$ cat config.mk
export PLATFORM = sky130hd
export DESIGN_NAME = md5_step_ctrl
export DESIGN_NICKNAME = d
export VERILOG_FILES = /design/src/rtl/md5_pkg.sv /design/src/rtl/md5_step_decode.sv /design/src/rtl/md5_step_ctrl.sv
export SDC_FILE = /design/constraint.sdc
export NUM_CORES = 1
export LEC_CHECK = 0
export ABC_CLOCK_PERIOD_IN_PS = 4440
export CORE_ASPECT_RATIO = 0.8
export CORE_MARGIN = 2
export CORE_UTILIZATION = 53
export DETAILED_ROUTE_END_ITERATION = 7
export PLACE_DENSITY = 0.81
export SLEW_MARGIN = 25
export SYNTH_ARGS = -nofsm -noshare
export SYNTH_HDL_FRONTEND = slang
export SYNTH_SLANG_ARGS = --single-unit
$ cat constraint.sdc
create_clock -name clk -period 4.44 [get_ports clk]
set_input_delay 0.888 -clock clk [delete_from_list [all_inputs] [get_ports clk]]
set_output_delay 0.888 -clock clk [all_outputs]
set_load 0.005 [all_outputs]
$ cat src/rtl/md5_pkg.sv
// md5_pkg
// Shared definitions for the MD5 step sequencer and its step decoder:
//   state_t      controller states (IDLE, LOAD, RUN, FINAL, DONE)
//   func_t       round-function select (F, G, H, I)
//   SHIFT_TABLE  left-rotate amounts, indexed by {round, step mod 4}
//   msg_index()  message word index g for a given step
// No ports (package).
package md5_pkg;

   typedef enum logic [2:0] {
      ST_IDLE,
      ST_LOAD,
      ST_RUN,
      ST_FINAL,
      ST_DONE
   } state_t;

   typedef enum logic [1:0] {
      FUNC_F = 2'd0,
      FUNC_G = 2'd1,
      FUNC_H = 2'd2,
      FUNC_I = 2'd3
   } func_t;

   localparam logic [5:0] STEP_LAST = 6'd63;

   // Row = round (step[5:4]), column = step[1:0].
   localparam logic [4:0] SHIFT_TABLE [16] = '{
      5'd7, 5'd12, 5'd17, 5'd22,
      5'd5, 5'd9,  5'd14, 5'd20,
      5'd4, 5'd11, 5'd16, 5'd23,
      5'd6, 5'd10, 5'd15, 5'd21
   };

   // All arithmetic is 4-bit, so the mod-16 reduction is the natural truncation.
   // Only step[3:0] matters because 16*k vanishes mod 16 for every multiplier used.
   function automatic logic [3:0] msg_index(input logic [5:0] step);
      logic [3:0] i;
      i = step[3:0];
      case (step[5:4])
         2'd0:    msg_index = i;
         2'd1:    msg_index = 4'd5 * i + 4'd1;
         2'd2:    msg_index = 4'd3 * i + 4'd5;
         default: msg_index = 4'd7 * i;
      endcase
   endfunction

endpackage

$ cat src/rtl/md5_step_decode.sv
// md5_step_decode
// Pure combinational per-step decode for the MD5 round datapath; also used for
// K-constant ROM addressing.
// Ports:
//   step_idx   in   6  current step 0..63
//   func_sel   out  2  round function 0=F 1=G 2=H 3=I
//   msg_idx    out  4  message word index g
//   shift_amt  out  5  left-rotate amount
module md5_step_decode
   import md5_pkg::*;
(
   input  logic [5:0] step_idx,
   output logic [1:0] func_sel,
   output logic [3:0] msg_idx,
   output logic [4:0] shift_amt
);

   func_t func;

   assign func      = func_t'(step_idx[5:4]);
   assign func_sel  = func;
   assign msg_idx   = msg_index(step_idx);
   assign shift_amt = SHIFT_TABLE[{step_idx[5:4], step_idx[1:0]}];

endmodule

$ cat src/rtl/md5_step_ctrl.sv
// md5_step_ctrl
// Sequencer for the MD5 compression datapath: accepts one block, then drives
// load, 64 compression steps and the final chaining add. Holds no hash data.
// Optional feature: define MD5_ABORT_EN to add the abort input.
// Parameters:
//   LOAD_CYCLES   cycles init_load is held (1..4)
//   FINAL_CYCLES  cycles final_add is held (1..4)
// Ports:
//   clk        in   1  rising-edge clock
//   rst_n      in   1  asynchronous active-low reset
//   blk_valid  in   1  block buffer holds a block
//   blk_ready  out  1  block accepted on this edge if valid; IDLE only
//   dp_stall   in   1  datapath hold request, honoured only in RUN
//   abort      in   1  (MD5_ABORT_EN only) abandon the current block
//   init_load  out  1  load A..D from chaining registers
//   step_en    out  1  execute step step_idx this cycle
//   step_idx   out  6  current step 0..63, 0 outside RUN
//   func_sel   out  2  round function select
//   msg_idx    out  4  message word index
//   shift_amt  out  5  rotate amount
//   final_add  out  1  add A..D into chaining registers
//   busy       out  1  not IDLE
//   done       out  1  one-cycle completion pulse
module md5_step_ctrl
   import md5_pkg::*;
#(
   parameter int LOAD_CYCLES  = 1,
   parameter int FINAL_CYCLES = 1
)(
   input  logic       clk,
   input  logic       rst_n,
   input  logic       blk_valid,
   output logic       blk_ready,
   input  logic       dp_stall,
`ifdef MD5_ABORT_EN
   input  logic       abort,
`endif
   output logic       init_load,
   output logic       step_en,
   output logic [5:0] step_idx,
   output logic [1:0] func_sel,
   output logic [3:0] msg_idx,
   output logic [4:0] shift_amt,
   output logic       final_add,
   output logic       busy,
   output logic       done
);

   localparam logic [1:0] LOAD_LAST  = 2'(LOAD_CYCLES - 1);
   localparam logic [1:0] FINAL_LAST = 2'(FINAL_CYCLES - 1);

   state_t     state, state_nx;
   logic [5:0] step_cnt, step_nx;
   logic [1:0] phase, phase_nx;
   logic       abort_req;

`ifdef MD5_ABORT_EN
   assign abort_req = abort;
`else
   assign abort_req = 1'b0;
`endif

   // State, step counter and LOAD/FINAL phase counter.
   always_ff @(posedge clk or negedge rst_n) begin
      if (!rst_n) begin
         state    <= ST_IDLE;
         step_cnt <= 6'd0;
         phase    <= 2'd0;
      end else begin
         state    <= state_nx;
         step_cnt <= step_nx;
         phase    <= phase_nx;
      end
   end

   // Next state and strobes. The step counter is cleared on every exit from
   // RUN so step_idx reads 0 in all other states. An aborted RUN cycle does
   // not count as an executed step.
   always_comb begin
      state_nx  = state;
      step_nx   = step_cnt;
      phase_nx  = phase;
      blk_ready = 1'b0;
      init_load = 1'b0;
      step_en   = 1'b0;
      final_add = 1'b0;
      done      = 1'b0;
      case (state)
         ST_IDLE: begin
            blk_ready = 1'b1;
            if (blk_valid) begin
               state_nx = ST_LOAD;
               phase_nx = 2'd0;
            end
         end
         ST_LOAD: begin
            init_load = 1'b1;
            if (abort_req) begin
               state_nx = ST_IDLE;
               phase_nx = 2'd0;
            end else if (phase == LOAD_LAST) begin
               state_nx = ST_RUN;
               phase_nx = 2'd0;
            end else begin
               phase_nx = phase + 2'd1;
            end
         end
         ST_RUN: begin
            if (abort_req) begin
               state_nx = ST_IDLE;
               step_nx  = 6'd0;
            end else if (!dp_stall) begin
               step_en = 1'b1;
               if (step_cnt == STEP_LAST) begin
                  state_nx = ST_FINAL;
                  step_nx  = 6'd0;
               end else begin
                  step_nx = step_cnt + 6'd1;
               end
            end
         end
         ST_FINAL: begin
            final_add = 1'b1;
            if (abort_req) begin
               state_nx = ST_IDLE;
               phase_nx = 2'd0;
            end else if (phase == FINAL_LAST) begin
               state_nx = ST_DONE;
               phase_nx = 2'd0;
            end else begin
               phase_nx = phase + 2'd1;
            end
         end
         ST_DONE: begin
            done     = 1'b1;
            state_nx = ST_IDLE;
         end
         default: begin
            state_nx = ST_IDLE;
            step_nx  = 6'd0;
            phase_nx = 2'd0;
         end
      endcase
   end

   assign busy     = (state != ST_IDLE);
   assign step_idx = step_cnt;

   md5_step_decode u_decode (
      .step_idx  (step_cnt),
      .func_sel  (func_sel),
      .msg_idx   (msg_idx),
      .shift_amt (shift_amt)
   );

endmodule
## Word-level counts from Yosys, hierarchy flattened

Memories as Yosys holds them, arrays and structs flattened.
Index checks and enable logic that the tools add are counted.

| storage, ports and cells | value |
|---|---|
| flip-flop bits (word level) | 11 |
| latch bits | 0 |
| memory bits (writable) | 0 |
| bits in read-only memories | 80 |
| input bits | 4 |
| output and inout bits | 23 |
| word-level logic and storage cells | 58 |
| memories kept | 1 |

| operators by class | value |
|---|---|
| add/sub/neg operators | 4 |
| multiply operators | 3 |
| divide/modulo/power cells | 0 |
| magnitude comparators | 1 |
| equal/unequal tests | 12 |
| shift operators | 0 |
| multiplexer cells | 21 |
| bitwise gates (word level) | 3 |
| reductions and logical operators | 10 |

Memories:

| memory | words | bits a word | rd ports | clocked after Yosys merged registers in | write ports | line | RTL |
|---|---|---|---|---|---|---|---|
| (name not given) | 16 | 5 | 1 | 0 | 0 | md5_step_decode.sv:23 | `assign shift_amt = SHIFT_TABLE[{step_idx[5:4], step_idx[1:0]}];` |

Operators with widths:

| kind | number |
|---|---|
| $mux 3 | 5 |
| $mux 6 | 2 |
| $pmux 3 s4 | 1 |
| $pmux 4 s3 | 1 |
| $pmux 6 s2 | 1 |
| $mux 5 | 2 |
| $ne 2x2->1 const B | 5 |
| $mul 3x4->4 const A | 2 |
| $add 6x1->6 const B | 1 |
| $eq 3x2->1 const B | 2 |
| $eq 6x6->1 const B | 1 |
| $mux 1 | 6 |
| $pmux 2 s3 | 1 |
| $ge 5x5->1 const B | 1 |
| $not 4->5 | 1 |
| $reduce_and 5->1 | 1 |
| $add 4x1->4 const B | 1 |
| $add 4x3->4 const B | 1 |
| $logic_not 2->1 | 2 |
| $mul 2x4->4 const A | 1 |
| $mux 2 | 2 |
| $reduce_and 2->1 | 2 |
| $reduce_or 2->1 | 2 |
| $reduce_or 4->1 | 1 |
| 8 further kinds | 9 |

## Longest topological paths before layout

| depth | value |
|---|---|
| depth after elaboration | 4 |
| gate-level depth with buffers | 7 |

## By module

From an unflattened synthesis, not the netlist that was laid out.

| second synthesis, totals | value |
|---|---|
| cells, all modules | 119 |
| area total of the unflattened synthesis | 1098.6 um^2 |

Modules (own cells, without submodules):

| module | instances | cells an instance | area each (um^2) | seq. area each (um^2) |
|---|---|---|---|---|
| md5_step_ctrl | 1 | 71 | 641.9 | 275.3 |
| md5_step_decode | 1 | 48 | 456.7 | 0.0 |

## Least setup slack after synthesis

OpenSTA, ideal clock, no wires.

| path | value |
|---|---|
| kind | flip-flop to output port |
| start | register step_cnt[0], in the netlist step_idx[0] |
| end | output msg_idx[3] |
| data arrival time | 1.864 ns |
| data required time | 3.552 ns |
| slack | 1.688 ns |
| cell stages (with the launch flop) | 7 |
| buffers on the path | 0 |
| path through | dfrtp_1 inv_1 fa_1 nor2b_1 xnor3_1 nand3_1 o311ai_1 |

| on the way | value |
|---|---|
| word-level cells in the longest chain between the ends | 3 |

RTL lines:

| element | line | RTL |
|---|---|---|
| start, declared | md5_step_ctrl.sv:53 | `logic [5:0] step_cnt, step_nx;` |
| start signal, assigned | md5_step_ctrl.sv:71 | `step_cnt <= step_nx;` |
| $mul 2x4->4 / $mul 3x4->4 (equally long branches) | md5_pkg.sv:43, md5_pkg.sv:42 |  |
| $add 4x3->4 / $add 4x1->4 (equally long branches) | md5_pkg.sv:43, md5_pkg.sv:42 |  |
| $pmux 4 s3 * | md5_pkg.sv:40 | `case (step[5:4])` |
| end, declared | md5_step_ctrl.sv:42 | `output logic [3:0] msg_idx,` |

Every way passes the cells marked *; elsewhere a longest branch is shown, timed or not.

## Worst setup path after layout

Same ends and word-level chain as after synthesis.

==> impl_metrics.ini <==
[logic_synthesis]
synth_cell_types = 40
synthFlopType = dfrtp_1
syn_avg_cell_area_um2 = 8.460
netlist_instances = 134
synth_nets = 153
synth-edff-count = 0
ys_seq_area_share_pct = 24.28
yosys_warnings = 0
ys_async_sr_fraction_pct = 100.0
synth_area_um2 = 1134
ys_ff_latch = 11

[finish]
fin_util_pct = 72.14
fill_cells = 141
final_cells = 180
diodes = 0
final_common_cell = clkdlybuf4s50_1
drive_gt1_share_pct = 5.769
fin_nets = 176
area_growth_syn_to_layout_pct = 23.73
final_cell_mix = 26 x clkdlybuf4s50_1, 19 x nand2_1, 14 x ha_1

[timing]
finalSetupViolations = 0
fin_setup_tns_ns = 0
period_needed_ns = 3.612
final.setup.worst_slack_ns = 0.8278
slew_violations = 0
hold_viol = 0
grt_setup_unrepaired = false
fmax_ghz = 0.2768
relSlewSlack_pct = 56.62
skew_ns = 0.001030
period_share_pct = 81.36
tightest_slew_ns = 0.6506

[setup_path]
crit_path_start_kind = flop
cp.required_ns = 3.55
reg2reg_depth = 4
cp_num_buf_inv = 2
rrSetupSlack_ns = 2.70
cp_num_cells = 7
endpoint_kind = output port
path_cells = inv_1 -> fa_1 -> nor2b_1 -> xnor3_1 -> nand3_1 -> o311ai_1 -> clkdlybuf4s50_1
endpoint = msg_idx[3]
critical_path.max_fanout = 12
path_class = flop to output port
cp_top_family = buffers and inverters
arrival_ns = 2.72
r2r-start = step_idx[0]$_DFFE_PN0P_
slowest_stage = dfrtp_1
critPathLaunch = step_idx[0]$_DFFE_PN0P_
r2r-end = state[0]$_DFFE_PN0P_
max_stage_delay_ns = 0.58

[detailed_routing]
vias = 988
routedWlPerCell_um = 14.54
final_antenna_net_count = 0
viasPerCell = 5.489
drc = 0
drtPass1Iterations = 4
postRouteWirelength_mm = 2.617
drt_iter0_markers = 53

[run_status]
status = completed

[floorplan]
core-area_um2 = 1944
fp.dieH_um = 45.37
core.rowCount = 14
io_pins = 27
initial_core_util_pct = 58.30
die_x_um = 55.71
die-area_um2 = 2527

[global_routing]
grt_pass1_vias = 916
grtUsageTotal_pct = 22.86
antenna_found_initial = 0
grt_max_degree = 23
gr-total-overflow = 0
grt_pass1_wl_mm = 4.360

[cts]
ctsResizeCount = 0
insertion_delay_ns = 0.28
cts_hold_buf = 0
root_buffer = clkbuf_4
htreeDepth = 1
path_clk_slew_ns = 0.07
cts.sinks = 11
cts_buffers = 3
cts_tree = done
post_cts_buffers = 0
cts_buffer_depth = 2

[placed_design]
place.gp.congestion = 0.9050
dp_hpwl_mm = 2.085
dp.cells = 176
io_buffers = 26
place_ws_ns = 1.116

[min_path]
hp-class = flop to flop

[power]
peakVddDrop_mv = 0.4438
leakage_nw = 0.6147
power_density_nw_per_um2 = 560.8
p_total_w = 0.0007865

[flow_run]
drv_cap = 0
==> cell type report <==
class | instances | area (µm²) | area share, %
repair buffers | 26 | 260.3 | 18.55
well taps | 24 | 30.03 | 2.141
clock buffers | 4 | 26.28 | 1.873
inverters | 13 | 48.80 | 3.479
flip-flops and latches | 11 | 275.3 | 19.63
multi-input cells | 102 | 762.0 | 54.33
==> worst reg2reg max path: stages, from the launching register on <==
cell	delay (ns)
dfrtp_1	0.58
ha_1	0.37
nand4_1	0.22
o311ai_0	0.32
and3_1	0.19
==> report_power, final <==
part	switching [W]	internal [W]	total, W
clock network	0.0000348	0.0000349	0.0000698
logic	0.000235	0.000283	0.000519
registers	0.0000671	0.000131	0.000198
total	0.000337	0.000449	0.000787
==> synthesized netlist by cell type, types with 3 or more instances <==
cell,n,share of area (%)
nand2_1,19,6.3
ha_1,14,15
inv_1,13,4.3
dfrtp_1,11,24
nor2_1,10,3.3
xnor2_1,7,5.4
o21ai_0,5,2.2
a21oi_1,4,1.8
clkbuf_1,3,0.99
mux2i_1,3,2.6
nand2b_1,3,1.7
o21ai_1,3,1.3
o21ai_2,3,2.3
xor2_1,3,2.3
==> metrics by stage <==
step / hold slack [ns] / area, µm²
after floorplan: 0.4498 / 1134
after global placement: 0.4675 / 1376
after detailed placement: 0.4831 / 1376
after CTS: 0.4981 / 1403
after global routing: 0.5571 / 1403
final: 0.4956 / 1403
==> sequential cells by signal, indices dropped and copies added, names as in the netlist <==
| register | flops |
|---|---|
| step_idx | 6 |
| phase | 2 |
| state | 3 |
==> per-layer routing <==
layer	share of wire [%]	track usage, %
met5	0	0
met4	1.4	5.366
met3	5.8	4.871
met2	43	32.14
met1	50	35.40
==> how the worst min path moves through the flow <==
| stage | startpoint | end | slack, ns | cells past startpoint |
|---|---|---|---|---|
| final | phase[0]$_DFFE_PN0P_ | phase[0]$_DFFE_PN0P_ | 0.50 | 2 |
| after global routing | phase[0]$_DFFE_PN0P_ | phase[0]$_DFFE_PN0P_ | 0.56 | 2 |
| after CTS | phase[0]$_DFFE_PN0P_ | phase[0]$_DFFE_PN0P_ | 0.50 | 2 |
| after detailed placement | phase[0]$_DFFE_PN0P_ | phase[0]$_DFFE_PN0P_ | 0.48 | 2 |
| after global placement | phase[0]$_DFFE_PN0P_ | phase[0]$_DFFE_PN0P_ | 0.47 | 2 |
| after floorplan | phase[0]$_DFFE_PN0P_ | phase[0]$_DFFE_PN0P_ | 0.45 | 2 |
==> cells by family after synthesis <==
logic type	synth area share, %
compound gates	15.45
xor+xnor	11.70
fa+ha+maj	17.22
buf+inv	8.499
flops	24.28
mux	2.649
simple gates	20.20
(Power assumes the default switching activity.)
